$ cat src/rtl/shift_op_sequencer.sv
// shift_op_sequencer: multi-cycle SRL/SRA/SLL execution stage wrapped around a logical-right-shift core.
// Optional ROR on op 11 when SHIFT_ROTATE_EN is defined; otherwise op 11 reports o_illegal.
module shift_rshift_core (
  input  logic [31:0] i_data,
  input  logic [4:0]  i_shamt,
  output logic [31:0] o_data
);
  assign o_data = i_data >> i_shamt;
endmodule

module shift_op_sequencer #(
  parameter int unsigned MASK_SHAMT  = 1,
  parameter int unsigned CALC_CYCLES = 1
) (
  input  logic        i_clk,
  input  logic        i_rst_n,
  input  logic        i_req_valid,
  output logic        o_req_ready,
  input  logic [1:0]  i_op,
  input  logic [31:0] i_operand,
  input  logic [31:0] i_shamt,
  output logic        o_rsp_valid,
  input  logic        i_rsp_ready,
  output logic [31:0] o_result,
  output logic        o_illegal,
  output logic        o_busy
);
  typedef enum logic [1:0] {IDLE, CALC, RESP} state_t;
  localparam logic [1:0] OP_SRL = 2'd0;
  localparam logic [1:0] OP_SRA = 2'd1;
  localparam logic [1:0] OP_SLL = 2'd2;
  localparam logic [2:0] LAST   = 3'(CALC_CYCLES);

  if (CALC_CYCLES < 1 || CALC_CYCLES > 4) begin : g_bad_calc_cycles
    $error("shift_op_sequencer: CALC_CYCLES must be in 1..4");
  end

  function automatic logic [31:0] bitrev(input logic [31:0] v);
    for (int i = 0; i < 32; i++) bitrev[i] = v[31-i];
  endfunction

  state_t      state_q;
  logic [1:0]  op_q;
  logic [31:0] operand_q;
  logic [31:0] shamt_q;
  logic [2:0]  cnt_q;
  logic        req_ready_q;
  logic        rsp_valid_q;
  logic        illegal_q;
  logic        busy_q;
  logic [31:0] result_q;

  logic [31:0] shamt_d;
  logic [31:0] core_in;
  logic [31:0] core_out;
  logic [31:0] fill_out;
  logic [31:0] srl_res;
  logic [31:0] sra_res;
  logic [31:0] sll_res;
  logic [31:0] ror_res;
  logic        ror_ill;
  logic [31:0] result_d;
  logic        illegal_d;
  logic        sat;
  logic        sign;

  assign shamt_d = (MASK_SHAMT != 0) ? {27'b0, i_shamt[4:0]} : i_shamt;
  assign sign    = operand_q[31];
  assign sat     = |shamt_q[31:5];
  assign core_in = (op_q == OP_SLL) ? bitrev(operand_q) : operand_q;

  shift_rshift_core u_core (
    .i_data  (core_in),
    .i_shamt (shamt_q[4:0]),
    .o_data  (core_out)
  );

  // Inverting the shifted all-ones word yields the mask of vacated high bits for sign fill.
  shift_rshift_core u_fill (
    .i_data  (32'hFFFF_FFFF),
    .i_shamt (shamt_q[4:0]),
    .o_data  (fill_out)
  );

`ifdef SHIFT_ROTATE_EN
  assign ror_res = 32'({operand_q, operand_q} >> shamt_q[4:0]);
  assign ror_ill = 1'b0;
`else
  assign ror_res = 32'b0;
  assign ror_ill = 1'b1;
`endif

  always_comb begin
    srl_res   = sat ? 32'b0 : core_out;
    sra_res   = sat ? {32{sign}} : (core_out | (sign ? ~fill_out : 32'b0));
    sll_res   = sat ? 32'b0 : bitrev(core_out);
    result_d  = (op_q == OP_SRL) ? srl_res :
                (op_q == OP_SRA) ? sra_res :
                (op_q == OP_SLL) ? sll_res : ror_res;
    illegal_d = (op_q == 2'd3) & ror_ill;
  end

  // CALC spans CALC_CYCLES+1 cycles: the first one settles the latched operands through the core.
  always_ff @(posedge i_clk or negedge i_rst_n) begin
    if (!i_rst_n) begin
      state_q     <= IDLE;
      op_q        <= 2'b0;
      operand_q   <= 32'b0;
      shamt_q     <= 32'b0;
      cnt_q       <= 3'b0;
      req_ready_q <= 1'b1;
      rsp_valid_q <= 1'b0;
      illegal_q   <= 1'b0;
      busy_q      <= 1'b0;
      result_q    <= 32'b0;
    end else begin
      case (state_q)
        IDLE: if (i_req_valid && req_ready_q) begin
          op_q        <= i_op;
          operand_q   <= i_operand;
          shamt_q     <= shamt_d;
          cnt_q       <= 3'b0;
          req_ready_q <= 1'b0;
          busy_q      <= 1'b1;
          state_q     <= CALC;
        end
        CALC: begin
          cnt_q <= cnt_q + 3'd1;
          if (cnt_q == LAST) begin
            result_q    <= result_d;
            illegal_q   <= illegal_d;
            rsp_valid_q <= 1'b1;
            state_q     <= RESP;
          end
        end
        RESP: if (i_rsp_ready) begin
          rsp_valid_q <= 1'b0;
          req_ready_q <= 1'b1;
          busy_q      <= 1'b0;
          state_q     <= IDLE;
        end
        default: state_q <= IDLE;
      endcase
    end
  end

  assign o_req_ready = req_ready_q;
  assign o_rsp_valid = rsp_valid_q;
  assign o_result    = result_q;
  assign o_illegal   = illegal_q;
  assign o_busy      = busy_q;
endmodule

$ cat config.mk
export PLATFORM = sky130hd
export DESIGN_NAME = shift_op_sequencer
export DESIGN_NICKNAME = d
export VERILOG_FILES = /design/src/rtl/shift_op_sequencer.sv
export SDC_FILE = /design/constraint.sdc
export NUM_CORES = 1
export LEC_CHECK = 0
export CORE_MARGIN = 5
export CORE_UTILIZATION = 55
export DETAILED_ROUTE_END_ITERATION = 6
export PLACE_DENSITY = 0.81
export SKIP_LAST_GASP = 1
export SYNTH_ARGS = -nofsm -noshare
export SYNTH_HDL_FRONTEND = slang
export SYNTH_HIERARCHICAL = 1
export SYNTH_SLANG_ARGS = --single-unit
export TNS_END_PERCENT = 1
$ cat constraint.sdc
create_clock -name i_clk -period 6.9 [get_ports i_clk]
set_input_delay 1.38 -clock i_clk [delete_from_list [all_inputs] [get_ports i_clk]]
set_output_delay 1.38 -clock i_clk [all_outputs]
set_load 0.03 [all_outputs]
==> metrics.cfg, run 1 <==
[logic_synthesis]
synth_cell_type_count=56
synth_edf_count=0
synth_area_leaders=dfrtp_1, mux4_2, mux2_2
ys_ff_latch=80
netlist_instances=732
syn_area_um2=7260
yosysSeqAreaShare_pct=27.6
yosys_warnings=6
yosys.area.top_type_share_pct=27.2
yosysTopAreaCell=dfrtp_1
synthFlopType=dfrtp_1
async_flop_share_pct=100
synth_area_per_cell_um2=9.92

[pwr]
leakagePower_nw=3.62
p_int_mw=0.879
sw_frac_of_total_pct=21.4
power.switching_mw=0.240
seqPwrFrac_pct=41.9
combPwrFrac_pct=7.8
power_density_nw_per_um2=126
pwr-share-clk_pct=50.3
ir_drop_mv=0.155

[die]
num_rows=42
start_util_pct=55.5
core-area_um2=13100
die_x_um=125
ios=106
fp.dieH_um=125
die_area_um2=15600

[global_routing]
grt.overflow.total=0
grt_max_degree=69
grt_pass1_vias=6244
grt_util_all_layers_pct=25.7
antenna_found_initial=0
grt_pass1_wl_um=32800

[sta]
min_period_ns=4.60
drv_slew=0
min_period_over_period_pct=66.6
setup_viol=0
holdWs_ns=0.485
rsz0062_at_grt=false
hold_viol=0
finClkSkew_ns=0.00667
worst_slew_pin_slew_ns=1.03
fmax_mhz=218
setup_tns_ns=0
slew_headroom_pct=29.4

[placement]
gp_congestion=0.960
dp.cells=1056
place_area_um2=8490
portBuffers=78
hpwl_um=14500

[routing]
drt_wl_total_um=19900
drt_iter0_drc=687
vias=6472
dr.pass1.iters=5
viasPerCell=6.04
ant_nets=0
drc=0
wl_per_cell_um=18.6

[critical_path]
critPathCaptureType=flip-flop
required_ns=7.09
rr_startpoint=op_q[1]
critPathLaunch=op_q[1]
max_stage_delay_ns=1.00
crit_path_start_kind=flip-flop
crit_chain=nor2b_4 -> buf_4 -> mux2_2 -> mux4_2 -> mux4_2 -> a221o_1 -> o21bai_1 -> a31oi_1
worstSetupPathType=reg -> reg
slowest_stage=dfrtp_1
arrival_ns=4.78
path_common_cell=mux4_2
r2r_setup_slack_ns=2.30
r2r_cells=8
rr_endpoint=o_result[1]
crit_path_end=o_result[1]
crit_path_max_fanout=36

[finish]
areaGrowthSynthToFinish_pct=21.8
finish.utilization_pct=67.6
final_area_um2=8840
drive_gt1_share_pct=20.1
instances_no_fill=1072
diodes=0
fin_nets=963

[cts]
clkLatencyLatePin_ns=0.34
cts_tree=yes
root_buffer=clkbuf_16
cts_setup_buffers=0
cts_resized=0
cts.clk_slew.worst_paths_ns=0.06
cts_made_buffers=9
cts.path.max_buffers=2
htreeDepth=3
cts_hold_buffers=0
clock_sinks=80

[min_path]
hold_path.class=reg -> reg

[flow_run]
maxCapViolCount=0

[run_status]
status=complete, no violations

==> per-layer routing <==
| layer | part of all wire [%] | up-vias | GRT usage, % |
|---|---|---|---|
| met3 | 8.0 | 41 | 4.93 |
| met4 | 3.0 | 0 | 8.42 |
| met1 | 43 | 3121 | 36.1 |
| li1 | - | 2989 | - |
| met5 | 0 | - | 0 |
| met2 | 46 | 321 | 40.2 |
==> through the flow <==
stage,total power [mW],setup WS (ns)
floorplan,0.518,3.94
global placement,0.557,2.50
detailed placement,0.557,2.43
CTS,1.12,2.39
global route,1.16,2.09
finish,1.12,2.30
==> power by group through the flow <==
stage / Sequential [mW] / Clock [mW] / Combinational, mW
floorplan: 0.478 / 0 / 0.0401
global placement: 0.478 / 0 / 0.0797
detailed placement: 0.478 / 0 / 0.0797
CTS: 0.469 / 0.568 / 0.0798
global route: 0.469 / 0.590 / 0.0966
finish: 0.469 / 0.562 / 0.0868
==> Yosys cell counts (all sizes together) (7+ instances only) <==
cell type and number:
buf 36, o21ai 12, o21bai 30, inv 10, dfrtp 79, o22ai 7
clkbuf 26, nand2 68, mux4 58, mux2i 32, a22oi 12, nor2 110
nand2b 8, a31oi 30, nand3b 7, a211oi 8, o211ai 8, a21oi 8
mux2 87
==> flip-flops by register name, indices dropped and copies added (netlist names) <==
register and cells:
cnt_q 3, o_busy 1, o_illegal 1, o_req_ready 1, o_result 32, o_rsp_valid 1, op_q 2, operand_q 32
shamt_q 5, state_q 2
==> worst max-delay path, delay by kind of cell, from the launching register on <==
kind	cells	cell delay, ns
muxes	3	1.49
DFF	1	1.00
and+or+nand+nor	1	0.76
AOI/OAI and AO/OA	3	0.69
buffers and inverters	1	0.49
==> area by class of cell <==
type                       instances  area, um2
clock buffer                      10        239
clock inverter                     6        116
fill                            1035       4240
inverter                          10       37.5
multi-input combinational        703       5370
sequential                        80       2010
tap                              176        220
timing repair buffer              87        846
==> layout by cell type (no fill, tap or decap), drive strengths merged, types with 30 or more instances in the layout <==
master           n
conb           124
nor2           110
mux2            87
dfrtp           79
clkdlybuf4s50   77
nand2           68
mux4            58
mux2i           32
o21bai          30
a31oi           30
==> cells by family (layout without fill, tap and decap cells) <==
kind of cell	after synthesis	count (layout)	share of synthesized area, %
AOI/OAI and AO/OA	167	167	16.9
xor gates and xnor gates	1	1	0.121
adders and majority gates	2	2	0.345
buffers and inverters	72	113	4.93
DFF	80	80	27.6
muxes	177	177	35.9
other	1	124	0.0517
and+or+nand+nor	232	232	14.2
==> how the worst min path moves through the flow <==
stage	cells after the start	from	slack (ns)	to
floorplan	1	shamt_q[2]	0.48	shamt_q[2]
global placement	1	o_busy	0.46	o_busy
detailed placement	1	o_busy	0.47	o_busy
CTS	1	o_busy	0.49	o_busy
global route	1	o_busy	0.51	o_busy
finish	1	o_busy	0.49	o_busy
Power figures use the tool's default switching activity.
==> inputs of run 2 (changes only) <==
- clock period: 6.9 -> 4.5 ns (I/O delays scaled with it)
==> run 2 against run 1 <==
  * Sequential power is 53% higher
  * Highest routed layer unchanged
  * Clock skew up 0.0029 ns
  * Non-clock buffer count rose by 4
  * Largest cell class unchanged
==> metrics.cfg, run 2 (synthesis results as in run 1) <==
[cts]
htreeDepth=3  ; unchanged
cts_hold_buffers=0  ; unchanged
cts.clk_slew.worst_paths_ns=0.06  ; about the same
clkLatencyLatePin_ns=0.35  ; about the same
cts_made_buffers=9  ; unchanged
cts_tree=yes
clock_sinks=80  ; unchanged
cts_setup_buffers=0  ; unchanged
cts.path.max_buffers=2  ; unchanged
root_buffer=clkbuf_16
cts_resized=0  ; unchanged

[sta]
finClkSkew_ns=0.00954  ; +0.00287 ns
worst_slew_pin_slew_ns=0.985  ; -0.0470 ns
holdWs_ns=0.484  ; -0.000934 ns
setup_viol=0  ; unchanged
rsz0062_at_grt=false
fmax_mhz=285  ; +31%
drv_slew=0  ; unchanged
slew_headroom_pct=34.1  ; +4.8 points
hold_viol=0  ; unchanged
min_period_over_period_pct=78.1  ; +11 points
setup_tns_ns=0  ; unchanged
min_period_ns=3.51  ; -1.08 ns

[critical_path]
cp.buffers_inverters=1  ; unchanged
critPathCaptureType=flip-flop
crit_chain=nor2b_4 -> buf_4 -> mux2_2 -> mux4_2 -> mux2_2 -> mux2i_1 -> o221ai_1 -> o21bai_1 -> a31oi_1
critPathLaunch=op_q[0]
path_common_cell=mux2_2
worstSetupPathType=reg -> reg
max_stage_delay_ns=0.61  ; -0.39 ns
slowest_stage=nor2b_4
rr_startpoint=op_q[0]
required_ns=4.72  ; -2.37 ns
crit_path_start_kind=flip-flop
cp_top_family=multiplexers
arrival_ns=3.73  ; -1.05 ns
crit_path_max_fanout=27  ; -25%

[global_routing]
grt_util_all_layers_pct=25.1  ; -0.54 points
grt_max_degree=68  ; -1.4%
grt_pass1_wl_um=32000  ; -2.5%
antenna_found_initial=0  ; unchanged
grt.overflow.total=0  ; unchanged
grt_pass1_vias=6116  ; -2.0%

[run_status]
status=complete, no violations

[routing]
viasPerCell=6.04  ; about the same
drt_wl_total_um=19700  ; -1.2%
wl_per_cell_um=18.3  ; -1.6%
vias=6500  ; +0.43%
dr.pass1.iters=6  ; +1
drt_iter0_drc=749  ; +9.0%
ant_nets=0  ; unchanged
drc=0  ; unchanged

[die]
die_x_um=125  ; unchanged
num_rows=42  ; unchanged
fp.dieH_um=125  ; unchanged
start_util_pct=55.5  ; unchanged
die_area_um2=15600  ; unchanged
ios=106  ; unchanged
core-area_um2=13100  ; unchanged

[placement]
portBuffers=78  ; unchanged
gp_congestion=0.966  ; +0.59%
hpwl_um=14600  ; +0.94%

[finish]
final_cell_mix=conb_1, nor2_1, mux2_2
diodes=0  ; unchanged
areaGrowthSynthToFinish_pct=21.9  ; about the same
ff_latch_area_um2=2010  ; unchanged
mostFrequentLayoutCell=conb_1
nFillCells=1044  ; +0.87%
fin_nets=967  ; +0.42%
drive_gt1_share_pct=20.4  ; +0.36 points
multi_input_area_um2=5370  ; unchanged

[pwr]
ir_drop_mv=0.297  ; +92%
power_density_nw_per_um2=189  ; +49%
leakagePower_nw=3.63  ; +0.33%

[min_path]
min-delay-start=o_rsp_valid
hold_path.class=reg -> reg

[flow_run]
maxCapViolCount=0  ; unchanged

==> run 2: cell types whose count changed in the layout (fill, tap and decap cells not counted), sizes merged <==
cell	before	now
inv	10	11
bufinv	3	2
buf	10	14
==> run 2: layout make-up <==
cell class / instances / share of cell area [%]
Clock inverter: 6 / 1.03
Timing Repair Buffer: 91 / 9.90
Multi-Input combinational cell: 703 / 60.7
Inverter: 10 / 0.424
Sequential cell: 80 / 22.7
Tap cell: 176 / 2.49
Clock buffer: 10 / 2.70
==> run 2: per-stage QoR <==
step / util, % / worst slack [ns] / instance area (um2) / power [mW] / cells
6_report: 67.6 / 0.987 / 8850 / 1.67 / 1076
5_1_grt: 67.6 / 0.869 / 8850 / 1.72 / 1076
4_1_cts: 67.6 / 1.05 / 8850 / 1.66 / 1076
3_5_place_dp: 65.1 / 1.06 / 8520 / 0.856 / 1060
3_3_place_gp: 65.1 / 1.13 / 8520 / 0.855 / 1060
2_1_floorplan: - / 1.54 / 7720 / 0.794 / 855
==> run 2: worst register-to-register path, stage by stage, from the launching register on <==
cell and delay [ns]:
dfrtp_1 0.47, nor2b_4 0.61, buf_4 0.28, mux2_2 0.38, mux4_2 0.51, mux2_2 0.30, mux2i_1 0.21, o221ai_1 0.26
o21bai_1 0.26, a31oi_1 0.11
==> run 2: path summary, 6_finish.rpt <==
check	end	slack, ns	cells after the start
setup / recovery	o_result[0]	0.99	9
hold / removal	o_rsp_valid	0.48	1
setup reg to reg	o_result[0]	0.99	9
hold reg to reg	o_rsp_valid	0.48	1
max in group asynchronous	shamt_q[2]	3.12	2
min in group asynchronous	state_q[0]	0.64	1
==> run 2: power breakdown <==
| group | switching, mW | internal [mW] | leakage [nW] |
|---|---|---|---|
| Clock | 0.312 | 0.504 | 0.163 |
| Sequential | 0 | 0.719 | 0.928 |
| Combinational | 0.0652 | 0.0678 | 2.54 |
| Total | 0.377 | 1.29 | 3.63 |
==> run 2: layer usage <==
layer	vias to the layer above	global-route usage [%]	share of wire, %	wire, um
met2	310	38.1	44	8700
met4	0	9.06	3.8	749
met3	55	6.73	9.6	1890
met5	-	0	0	0
li1	2993	-	-	-
met1	3142	34.8	42	8330
